[config.mk]
export PLATFORM = sky130hd
export DESIGN_NAME = nibble_serial_add_ctrl
export DESIGN_NICKNAME = d
export VERILOG_FILES = /design/src/rtl/nibble_serial_add_ctrl.sv
export SDC_FILE = /design/constraint.sdc
export NUM_CORES = 1
export LEC_CHECK = 0
export ABC_CLOCK_PERIOD_IN_PS = 2000
export BUFFER_PORTS_ARGS = -buffer_cell sky130_fd_sc_hd__clkbuf_2
export CORE_UTILIZATION = 53
export CTS_CLUSTER_SIZE = 10
export DETAILED_ROUTE_END_ITERATION = 12
export HOLD_SLACK_MARGIN = 0.12
export PLACE_DENSITY = 0.77
export SYNTH_ARGS = -nofsm -noshare
export SYNTH_HDL_FRONTEND = slang
export SYNTH_SLANG_ARGS = --single-unit
export TNS_END_PERCENT = 1
[constraint.sdc]
create_clock -name clk -period 2 [get_ports clk]
set_input_delay 0.4 -clock clk [delete_from_list [all_inputs] [get_ports clk]]
set_output_delay 0.4 -clock clk [all_outputs]
set_load 0.01 [all_outputs]
[src/rtl/nibble_serial_add_ctrl.sv]
// Nibble-serial W-bit adder: one shared 4-bit adder stepped LSB-nibble first under a start/done handshake.
// Optional signed-overflow flag and `ovf` port are enabled by defining NSA_OVERFLOW_EN.

module four_bit_adder (
    input  logic [3:0] i_a,
    input  logic [3:0] i_b,
    input  logic       i_cin,
    output logic [3:0] o_sum,
    output logic       o_cout
);
    logic [4:0] w_full;

    assign w_full = {1'b0, i_a} + {1'b0, i_b} + {4'b0000, i_cin};
    assign o_sum  = w_full[3:0];
    assign o_cout = w_full[4];
endmodule

module nibble_serial_add_ctrl #(
    parameter int unsigned NIBBLES = 4
) (
    input  logic                 clk,
    input  logic                 rst,
    input  logic                 start_valid,
    output logic                 start_ready,
    input  logic [4*NIBBLES-1:0] a,
    input  logic [4*NIBBLES-1:0] b,
    input  logic                 cin,
    output logic [4*NIBBLES-1:0] sum,
    output logic                 cout,
    output logic                 done_valid,
    input  logic                 done_ready
`ifdef NSA_OVERFLOW_EN
    ,
    output logic                 ovf
`endif
);
    localparam int unsigned W  = 4 * NIBBLES;
    localparam int unsigned CW = $clog2(NIBBLES + 1);

    typedef enum logic [1:0] {
        IDLE,
        RUN,
        DONE
    } state_t;

    state_t          r_state;
    logic [W-1:0]    r_a;
    logic [W-1:0]    r_b;
    logic [W-1:0]    r_sum;
    logic            r_carry;
    logic [CW-1:0]   r_cnt;
    logic            r_start_ready;
    logic            r_done_valid;

    logic [3:0]      w_nib;
    logic            w_cout;
    logic            w_last;

    four_bit_adder u_add (
        .i_a    (r_a[3:0]),
        .i_b    (r_b[3:0]),
        .i_cin  (r_carry),
        .o_sum  (w_nib),
        .o_cout (w_cout)
    );

    assign w_last = (r_cnt == CW'(NIBBLES - 1));

`ifdef NSA_OVERFLOW_EN
    logic r_ovf;

    // Top nibble's sign bits decide two's-complement overflow of the whole word.
    always_ff @(posedge clk) begin
        if (rst) begin
            r_ovf <= 1'b0;
        end else if (r_state == RUN && w_last) begin
            r_ovf <= (r_a[3] == r_b[3]) && (w_nib[3] != r_a[3]);
        end
    end

    assign ovf = r_ovf;
`endif

    // Handshake flags are registered alongside the state so neither depends on the valid/ready inputs.
    always_ff @(posedge clk) begin
        if (rst) begin
            r_state       <= IDLE;
            r_a           <= '0;
            r_b           <= '0;
            r_sum         <= '0;
            r_carry       <= 1'b0;
            r_cnt         <= '0;
            r_start_ready <= 1'b1;
            r_done_valid  <= 1'b0;
        end else begin
            case (r_state)
                IDLE: begin
                    if (start_valid && r_start_ready) begin
                        r_a           <= a;
                        r_b           <= b;
                        r_carry       <= cin;
                        r_cnt         <= '0;
                        r_start_ready <= 1'b0;
                        r_state       <= RUN;
                    end
                end
                RUN: begin
                    // Each result nibble enters at the top so the LSB nibble ends up at the bottom.
                    r_sum   <= W'({w_nib, r_sum} >> 4);
                    r_a     <= r_a >> 4;
                    r_b     <= r_b >> 4;
                    r_carry <= w_cout;
                    r_cnt   <= r_cnt + CW'(1);
                    if (w_last) begin
                        r_done_valid <= 1'b1;
                        r_state      <= DONE;
                    end
                end
                DONE: begin
                    if (done_ready) begin
                        r_done_valid  <= 1'b0;
                        r_start_ready <= 1'b1;
                        r_state       <= IDLE;
                    end
                end
                default: begin
                    r_done_valid  <= 1'b0;
                    r_start_ready <= 1'b1;
                    r_state       <= IDLE;
                end
            endcase
        end
    end

    assign start_ready = r_start_ready;
    assign done_valid  = r_done_valid;
    assign sum         = r_sum;
    assign cout        = r_carry;
endmodule

==> qor.yml, run 1 <==
fin_area_sq_um: 2809
numCtsBuffers: 5
grt_pass1_vias: 1900
crit_path_frequent_cell: "fa_1"
crit_path_start_kind: "flip-flop"
layout_worst_path_cycle_share_pct: 86.87
track_usage_pct: 21.80
setup_viol: 0
vias_per_cell: 5.545
post_cts_buffers: 0
routedWlPerCell_microns: 13.11
dp_hpwl_mm: 3.358
ys_types: 31
nNetsFinal: 379
yosysSeqAreaShare_pct: 45.97
grt_pass1_wl_mm: 8.638
die_x_microns: 69.83
endpoint_kind: "flip-flop"
drc_errors: 0
finalMaxSlewViolations: 0
clock-root-buffer: "clkbuf_8"
finalHoldViolations: 0
crit_fanout: 3
grt_overflow_total: 0
num_rows: 24
dr.pass1.iters: 4
setup-tns-final_ns: 0
maxCapViolCount: 0
drive_above_1_share_pct: 21.79
gp_congestion: 0.8394
dp_slack_ns: 0.2881
synth_nets: 334
rsz0062_at_grt: "no"
synthToLayoutAreaGrowth_pct: 15.19
min_path_type: "in -> reg"
antenna_found_initial: 0
ys_seq_elements: 56
crit_required_ns: 2.24
fin_skew_ns: 0.007362
timing.slew.headroom_pct: 76.03
pin_count: 56
path_clk_slew_ns: 0.09
netlist_instances: 290
cts_sinks: 56
fillCellCount: 401
period_needed_ns: 1.737
max_stage_delay_ns: 0.44
fmax_ghz: 0.5756
numPortBuffers: 55
path_buf_inv: 1
p_per_area_nw_per_um2: 803.1
cts.repair.resized: 0
finalWorstSetupSlack_ns: 0.2626
ant_nets: 0
clock_latency_ns: 0.31
die_area_sq_um: 4876
synth_area_sq_um: 2439
grt_max_degree: 62
outcome: "finished, final reports clean"
path_cells: "inv_1, fa_1, fa_1, nor2b_1, o221ai_1, a21oi_1"
core_area_sq_um: 4384
cp.arrival_ns: 1.98
die_y_microns: 69.83
route.vias.total: 2146
worstMarginPinSlew_ns: 0.3505
crit_family: "adder cells"
cpMaxStageDelayCell: "fa_1"
cts_tree: "done"
postCtsHoldBufs: 0
initial_core_util_pct: 55.62
clockBufferDepth: 2
path_class: "reg -> reg"
postRouteWirelength_mm: 5.075
h-tree-depth: 2
yosysWarningCount: 0
syn_avg_cell_area_sq_um: 8.409
placed_cell_area_sq_um: 2731
hold_ws_ns: 0.3154
first_iter_violations: 133
num_antenna_cells: 0
ir_drop_mv: 0.5778
p_leak_nw: 1.138
[area by class of cell]
cell class | instances | area, sq um | share of cell area (%)
clock buffer | 6 | 72.57 | 2.584
clock inverter | 1 | 5.005 | 0.1782
inverter | 7 | 26.28 | 0.9354
multi-input combinational | 202 | 1159 | 41.25
sequential | 56 | 1121 | 39.91
tap | 52 | 65.06 | 2.316
timing repair buffer | 63 | 360.3 | 12.83
[Yosys cell counts (all sizes together)]
library cell,count,area (sq um)
buf,16,102.6
nor3b,1,7.510
nand2b,4,25.02
ha,5,62.56
xnor2,1,8.760
nand4,1,6.260
a32oi,6,52.55
o221ai,1,8.760
nor3,27,135.1
inv,7,26.28
o21bai,1,7.510
nor2b,2,12.51
clkbuf,9,33.78
a311oi,24,210.2
nand3b,4,33.78
nand3,3,15.01
or2,1,6.260
o21a,1,7.510
a21oi,21,105.1
nor2,10,37.54
a211oi,2,15.01
mux2i,3,30.03
fa,2,40.04
nor4bb,1,10.01
nand2,78,292.8
and3b,1,8.760
and2b,1,7.510
dfxtp,56,1121
a2111oi,1,8.760
[flip-flops by register name, indices dropped and copies added (netlist names)]
signal and cells:
r_cnt 3, sum 16, cout 1, start_ready 1
done_valid 1, r_state 2, r_b 16, r_a 16
[path summary, 6_finish.rpt]
check	startpoint	end	slack [ns]	cells past startpoint
max reg2reg	cout$_SDFFE_PP0P_	cout$_SDFFE_PP0P_	0.26	6
max	cout$_SDFFE_PP0P_	cout$_SDFFE_PP0P_	0.26	6
min	a[13]	r_a[13]$_SDFFE_PP0P_	0.32	3
min reg2reg	sum[1]$_SDFFE_PP0P_	sum[1]$_SDFFE_PP0P_	0.46	2
[worst min-delay path: cells and delay by family]
kind                   cells  cell delay [ns]
buffers and inverters      1             0.07
AND/OR/NAND/NOR            1             0.07
AO/OA/AOI/OAI              1             0.05
[report_power, final]
| part | internal, W | total (W) | switching [W] | leakage, nW |
|---|---|---|---|---|
| Clock | 0.000239 | 0.000583 | 0.000344 | 0.0410 |
| Combinational | 0.000177 | 0.000418 | 0.000241 | 0.637 |
| Sequential | 0.00120 | 0.00125 | 0.0000540 | 0.460 |
[cell families (layout without fill, tap and decap cells)]
group	count (synthesis)	count (layout)	share of synthesized area, %
fa+ha+maj	7	7	4.207
mux	3	3	1.231
flops	56	56	45.97
xor+xnor	1	1	0.3592
compound gates	57	57	17.03
buf+inv	32	77	6.670
simple gates	134	134	24.53
[through the flow]
stage | util (%) | total power [W] | instances
finish | 64.07 | 0.002256 | 387
global route | 64.07 | 0.002373 | 387
CTS | 64.07 | 0.002265 | 387
global placement | 62.30 | 0.001691 | 380
floorplan | - | 0.001577 | 290
detailed placement | 62.30 | 0.001698 | 380
[per-layer routing]
metal / vias up / GRT usage, % / share of wire [%]
met3: 8 / 4.942 / 3.8
met4: 0 / 6.222 / 1.5
met5: - / 0 / 0
li1: 1114 / - / -
met1: 981 / 28.64 / 48
met2: 43 / 35.90 / 47
[placed cells by master, fill, tap and decap left out, types with 2 or more instances in the layout]
cell type and instances:
dfxtp_1 56, nand3b_1 3, a32oi_1 6, buf_12 2
buf_4 6, nor2_1 10, mux2i_1 3, a211oi_1 2
nor3_1 27, fa_1 2, a21oi_1 21, ha_1 5
clkbuf_2 55, clkbuf_8 5, nand2b_1 3, a311oi_1 24
inv_1 7, nand2_1 78, nand3_1 3, nor2b_1 2
Note: power is estimated with default switching activity, not from simulation.
==> run 2: changes to the inputs <==
--- a/config.mk
+++ b/config.mk
@@ -12,6 +12,7 @@
 export DETAILED_ROUTE_END_ITERATION = 12
 export HOLD_SLACK_MARGIN = 0.12
 export PLACE_DENSITY = 0.77
+export SKIP_CTS_REPAIR_TIMING = 1
 export SYNTH_ARGS = -nofsm -noshare
 export SYNTH_HDL_FRONTEND = slang
 export SYNTH_SLANG_ARGS = --single-unit
==> constraint.sdc (replaced) <==
create_clock -name clk -period 2 [get_ports clk]
set_input_delay 0.2 -clock clk [delete_from_list [all_inputs] [get_ports clk]]
set_output_delay 0.2 -clock clk [all_outputs]
set_load 0.01 [all_outputs]
==> run 2 against run 1 <==
Wire length hardly changed. Largest cell class unchanged. Clock-buffer cell count stayed put. Combinational power hardly changed. Critical path type unchanged.
==> qor.yml, run 2 (same netlist as run 1, synthesis figures left out) <==
outcome: "finished, final reports clean"
fmax_ghz: 0.5764
drive_above_1_share_pct: 21.73
cts_sinks: 56
worstHoldEndpoint: "r_a[13]$_SDFFE_PP0P_"
period_needed_ns: 1.735
grt_max_degree: 62
path_class: "reg -> reg"
timing.slew.headroom_pct: 76.20
cts_tree: "done"
h-tree-depth: 2
mostFrequentLayoutCells: "78 x nand2_1, 56 x dfxtp_1, 55 x clkbuf_2"
postRouteWirelength_mm: 5.072
track_usage_pct: 21.80
grt_pass1_wl_mm: 8.638
num_antenna_cells: 0
endpoint_kind: "flip-flop"
layout.cells.most_common: "nand2_1"
p_leak_nw: 1.142
dp_slack_ns: 0.2881
cp.arrival_ns: 1.98
num_rows: 24
worstMarginPinSlew_ns: 0.3480
whs_path_depth: 3
ant_nets: 0
setup-tns-final_ns: 0
finalHoldViolations: 0
layout_worst_path_cycle_share_pct: 86.75
finalWorstSetupSlack_ns: 0.2650
clock_latency_ns: 0.31
grt_pass1_vias: 1900
min_path_type: "in -> reg"
route.vias.total: 2144
r2r_start: "cout$_SDFFE_PP0P_"
ff2ff_path_depth: 6
finalMaxSlewViolations: 0
routedWlPerCell_microns: 13.07
die_x_microns: 69.83
nNetsFinal: 380
rrSetupSlack_ns: 0.27
core_area_sq_um: 4384
dr.pass1.iters: 4
pin_count: 56
crit_required_ns: 2.24
dp_hpwl_mm: 3.358
antenna_found_initial: 0
startpoint: "cout$_SDFFE_PP0P_"
drc_errors: 0
ir_drop_mv: 0.5800
clockBufferDepth: 2
setup_viol: 0
die_area_sq_um: 4876
clock-root-buffer: "clkbuf_8"
grt_overflow_total: 0
holdCritStartpoint: "a[13]"
final_util_pct: 64.30
path_clk_slew_ns: 0.10
numCtsBuffers: 5
r2r-end: "cout$_SDFFE_PP0P_"
crit_path_start_kind: "flip-flop"
fin_skew_ns: 0.008382
rsz0062_at_grt: "no"
crit_fanout: 3
first_iter_violations: 153
maxCapViolCount: 0
gp_congestion: 0.8394
die_y_microns: 69.83
numPortBuffers: 55
initial_core_util_pct: 55.62
synthToLayoutAreaGrowth_pct: 15.60
p_per_area_nw_per_um2: 801.1
hold_ws_ns: 0.1144
vias_per_cell: 5.526
run 2: report_power, final:
part	switching, W	leakage, nW	internal, W
combinational	0.000240	0.641	0.000178
sequential	0.0000542	0.460	0.00120
clock	0.000346	0.0410	0.000239
total	0.000640	1.14	0.00162
run 2: layer usage:
metal  vias up  track usage, %  share of wire (%)
met5         -               0                  0
met4         0           6.222                1.5
met3         8           4.942                3.5
met2        41           35.90                 47
met1       984           28.64                 48
li1       1111               -                  -
run 2: worst max path at each step:
stage / slack (ns) / end / cells after the start
2_1_floorplan: 0.31 / cout$_SDFFE_PP0P_ / 6
3_3_place_gp: 0.33 / cout$_SDFFE_PP0P_ / 6
3_5_place_dp: 0.29 / cout$_SDFFE_PP0P_ / 6
4_1_cts: 0.26 / cout$_SDFFE_PP0P_ / 6
5_1_grt: 0.12 / sum[14]$_SDFFE_PP0P_ / 6
6_report: 0.27 / cout$_SDFFE_PP0P_ / 6
run 2: worst max-delay path: stages (launching register included):
cell	delay, ns
dfxtp_1	0.37
inv_1	0.07
fa_1	0.44
fa_1	0.41
nor2b_1	0.13
o221ai_1	0.12
a21oi_1	0.13
run 2: cell type report:
type,instances,area (sq um)
flip-flops and latches,56,1121
inverters,7,26.28
repair buffers,64,370.4
well taps,52,65.06
multi-input cells,202,1159
clock buffers,6,72.57
clock inverters,1,5.005
fillers,401,1565
run 2: metrics by stage:
step                instance area [sq um]  cells  power [W]
finish                               2819    388   0.002258
floorplan                            2439    290   0.001577
detailed placement                   2731    380   0.001698
global route                         2819    388   0.002375
global placement                     2731    380   0.001691
CTS                                  2809    387   0.002265
==> run 3: changes to the inputs <==
--- a/config.mk
+++ b/config.mk
@@ -6,12 +6,12 @@
 export NUM_CORES = 1
 export LEC_CHECK = 0
 export ABC_CLOCK_PERIOD_IN_PS = 2000
-export BUFFER_PORTS_ARGS = -buffer_cell sky130_fd_sc_hd__clkbuf_2
-export CORE_UTILIZATION = 53
+export CORE_UTILIZATION = 62
 export CTS_CLUSTER_SIZE = 10
 export DETAILED_ROUTE_END_ITERATION = 12
+export DONT_BUFFER_PORTS = 1
 export HOLD_SLACK_MARGIN = 0.12
-export PLACE_DENSITY = 0.77
+export PLACE_DENSITY = 0.76
 export SKIP_CTS_REPAIR_TIMING = 1
 export SYNTH_ARGS = -nofsm -noshare
 export SYNTH_HDL_FRONTEND = slang
==> constraint.sdc (replaced) <==
create_clock -name clk -period 2 [get_ports clk]
set_input_delay 0.5 -clock clk [delete_from_list [all_inputs] [get_ports clk]]
set_output_delay 0.5 -clock clk [all_outputs]
set_load 0.01 [all_outputs]
==> run 3 against run 2 <==
Worst hold slack better by 0.14 ns. Design area is 10% lower. Register-to-register slack better by 0.03 ns. Sequential power hardly changed. Sequential share of layout area is 4.4 points higher. Critical endpoint unchanged. Clock skew is 0.0035 ns lower. Worst setup slack better by 0.029 ns. Maximum frequency is 1.7% higher. Largest cell class unchanged. Highest routed layer unchanged. Power is 1.4% lower. Sequential cell count stayed put. Critical path type unchanged. Clock power is 6.5% higher.
==> qor.yml, run 3 (same netlist as run 1, synthesis figures left out) <==
nNetsFinal: 325
num_rows: 22
clockBufferDepth: 2
multi_input_area_sq_um: 1159
clock-root-buffer: "clkbuf_8"
p_int_w: 0.001628
dp_hpwl_mm: 3.169
dp_slack_ns: 0.3068
finalMaxSlewViolations: 0
grt_pass1_vias: 1816
postRouteWirelength_mm: 4.749
clock_latency_ns: 0.30
fillCellCount: 313
crit_required_ns: 2.25
min_path_type: "in -> reg"
final_util_pct: 68.25
cts_sinks: 56
path_class: "reg -> reg"
p_comb_share_pct: 15.4
cts_tree: "done"
p_leak_nw: 0.9058
layout_worst_path_cycle_share_pct: 85.27
ir_drop_mv: 0.5027
power_frac_clock_pct: 28.0
drc_errors: 0
track_usage_pct: 23.86
dr.pass1.iters: 4
initial_core_util_pct: 65.62
met1Wirelength_mm: 2.162
placed_cell_area_sq_um: 2446
fin_area_sq_um: 2536
fmax_ghz: 0.5863
outcome: "finished, final reports clean"
grt_pass1_wl_mm: 7.776
vias_per_cell: 5.909
pin_count: 56
pwr-share-seq_pct: 56.6
period_needed_ns: 1.705
route.vias.total: 1950
setup_viol: 0
crit_fanout: 2
finalWorstSetupSlack_ns: 0.2945
timing.slew.headroom_pct: 76.97
num_antenna_cells: 0
final-seq-area_sq_um: 1121
wl_met2_mm: 2.230
p_sw_w: 0.0005997
synthToLayoutAreaGrowth_pct: 4.002
rsz0062_at_grt: "no"
endpoint_kind: "flip-flop"
layout.cells.most_common: "nand2_1"
finalHoldViolations: 0
core_area_sq_um: 3716
maxCapViolCount: 0
cp.arrival_ns: 1.95
h-tree-depth: 2
die_x_microns: 64.72
antenna_found_initial: 0
ant_nets: 0
numPortBuffers: 0
crit_path_start_kind: "flip-flop"
fin_skew_ns: 0.004896
p_per_area_nw_per_um2: 878.2
first_iter_violations: 152
routedWlPerCell_microns: 14.39
drive_above_1_share_pct: 6.738
die_area_sq_um: 4188
grt_overflow_total: 0
die_y_microns: 64.72
mostFrequentLayoutCells: "78 x nand2_1, 56 x dfxtp_1, 27 x nor3_1"
highest_layer: "met4"
numCtsBuffers: 5
switching_share_pct: 26.92
worstMarginPinSlew_ns: 0.3367
path_clk_slew_ns: 0.09
wl_met3_microns: 251
grt_max_degree: 59
setup-tns-final_ns: 0
hold_ws_ns: 0.2527
gp_congestion: 0.7434
-- run 3: cell count changes in the layout (fill, tap and decap cells not counted) --
cell           delta
buf_12            -1
buf_4             +2
clkbuf_1          +1
clkbuf_2         -55
clkbuf_8          +1
clkinv_2          -1
dlygate4sd3_1     -1
-- run 3: final timing paths --
path / cells after the start / startpoint / to / slack [ns]
max: 6 / cout$_SDFFE_PP0P_ / cout$_SDFFE_PP0P_ / 0.29
min: 1 / rst / sum[6]$_SDFFE_PP0P_ / 0.25
min reg2reg: 2 / r_cnt[2]$_SDFFE_PP0P_ / r_cnt[2]$_SDFFE_PP0P_ / 0.47
max reg2reg: 6 / cout$_SDFFE_PP0P_ / cout$_SDFFE_PP0P_ / 0.29
-- run 3: stage by stage --
| step | power (W) | std cells |
|---|---|---|
| floorplan | 0.001577 | 290 |
| global placement | 0.001626 | 322 |
| detailed placement | 0.001634 | 322 |
| CTS | 0.002248 | 330 |
| global route | 0.002334 | 330 |
| finish | 0.002227 | 330 |
-- run 3: cell type report --
cell class | instances | area share (%)
clock buffers | 8 | 3.552
repair buffers | 9 | 3.157
well taps | 48 | 2.368
inverters | 7 | 1.036
flip-flops and latches | 56 | 44.20
multi-input cells | 202 | 45.68
-- run 3: power groups by stage --
stage | Sequential (W) | Combinational (W) | Clock (W)
6_report | 0.00126 | 0.000343 | 0.000623
5_1_grt | 0.00128 | 0.000389 | 0.000669
4_1_cts | 0.00126 | 0.000347 | 0.000639
3_5_place_dp | 0.00129 | 0.000346 | 0
3_3_place_gp | 0.00129 | 0.000340 | 0
2_1_floorplan | 0.00127 | 0.000304 | 0
-- run 3: critical path, cell delays in order (launching register included) --
cell,delay [ns]
dfxtp_1,0.34
inv_1,0.06
fa_1,0.45
fa_1,0.41
nor2b_1,0.13
o221ai_1,0.12
a21oi_1,0.13
-- run 3: routing by layer --
metal | vias up | track usage [%]
met2 | 42 | 41.28
met1 | 896 | 27.48
li1 | 1003 | -
met5 | - | 0
met4 | 0 | 8.333
met3 | 9 | 7.394
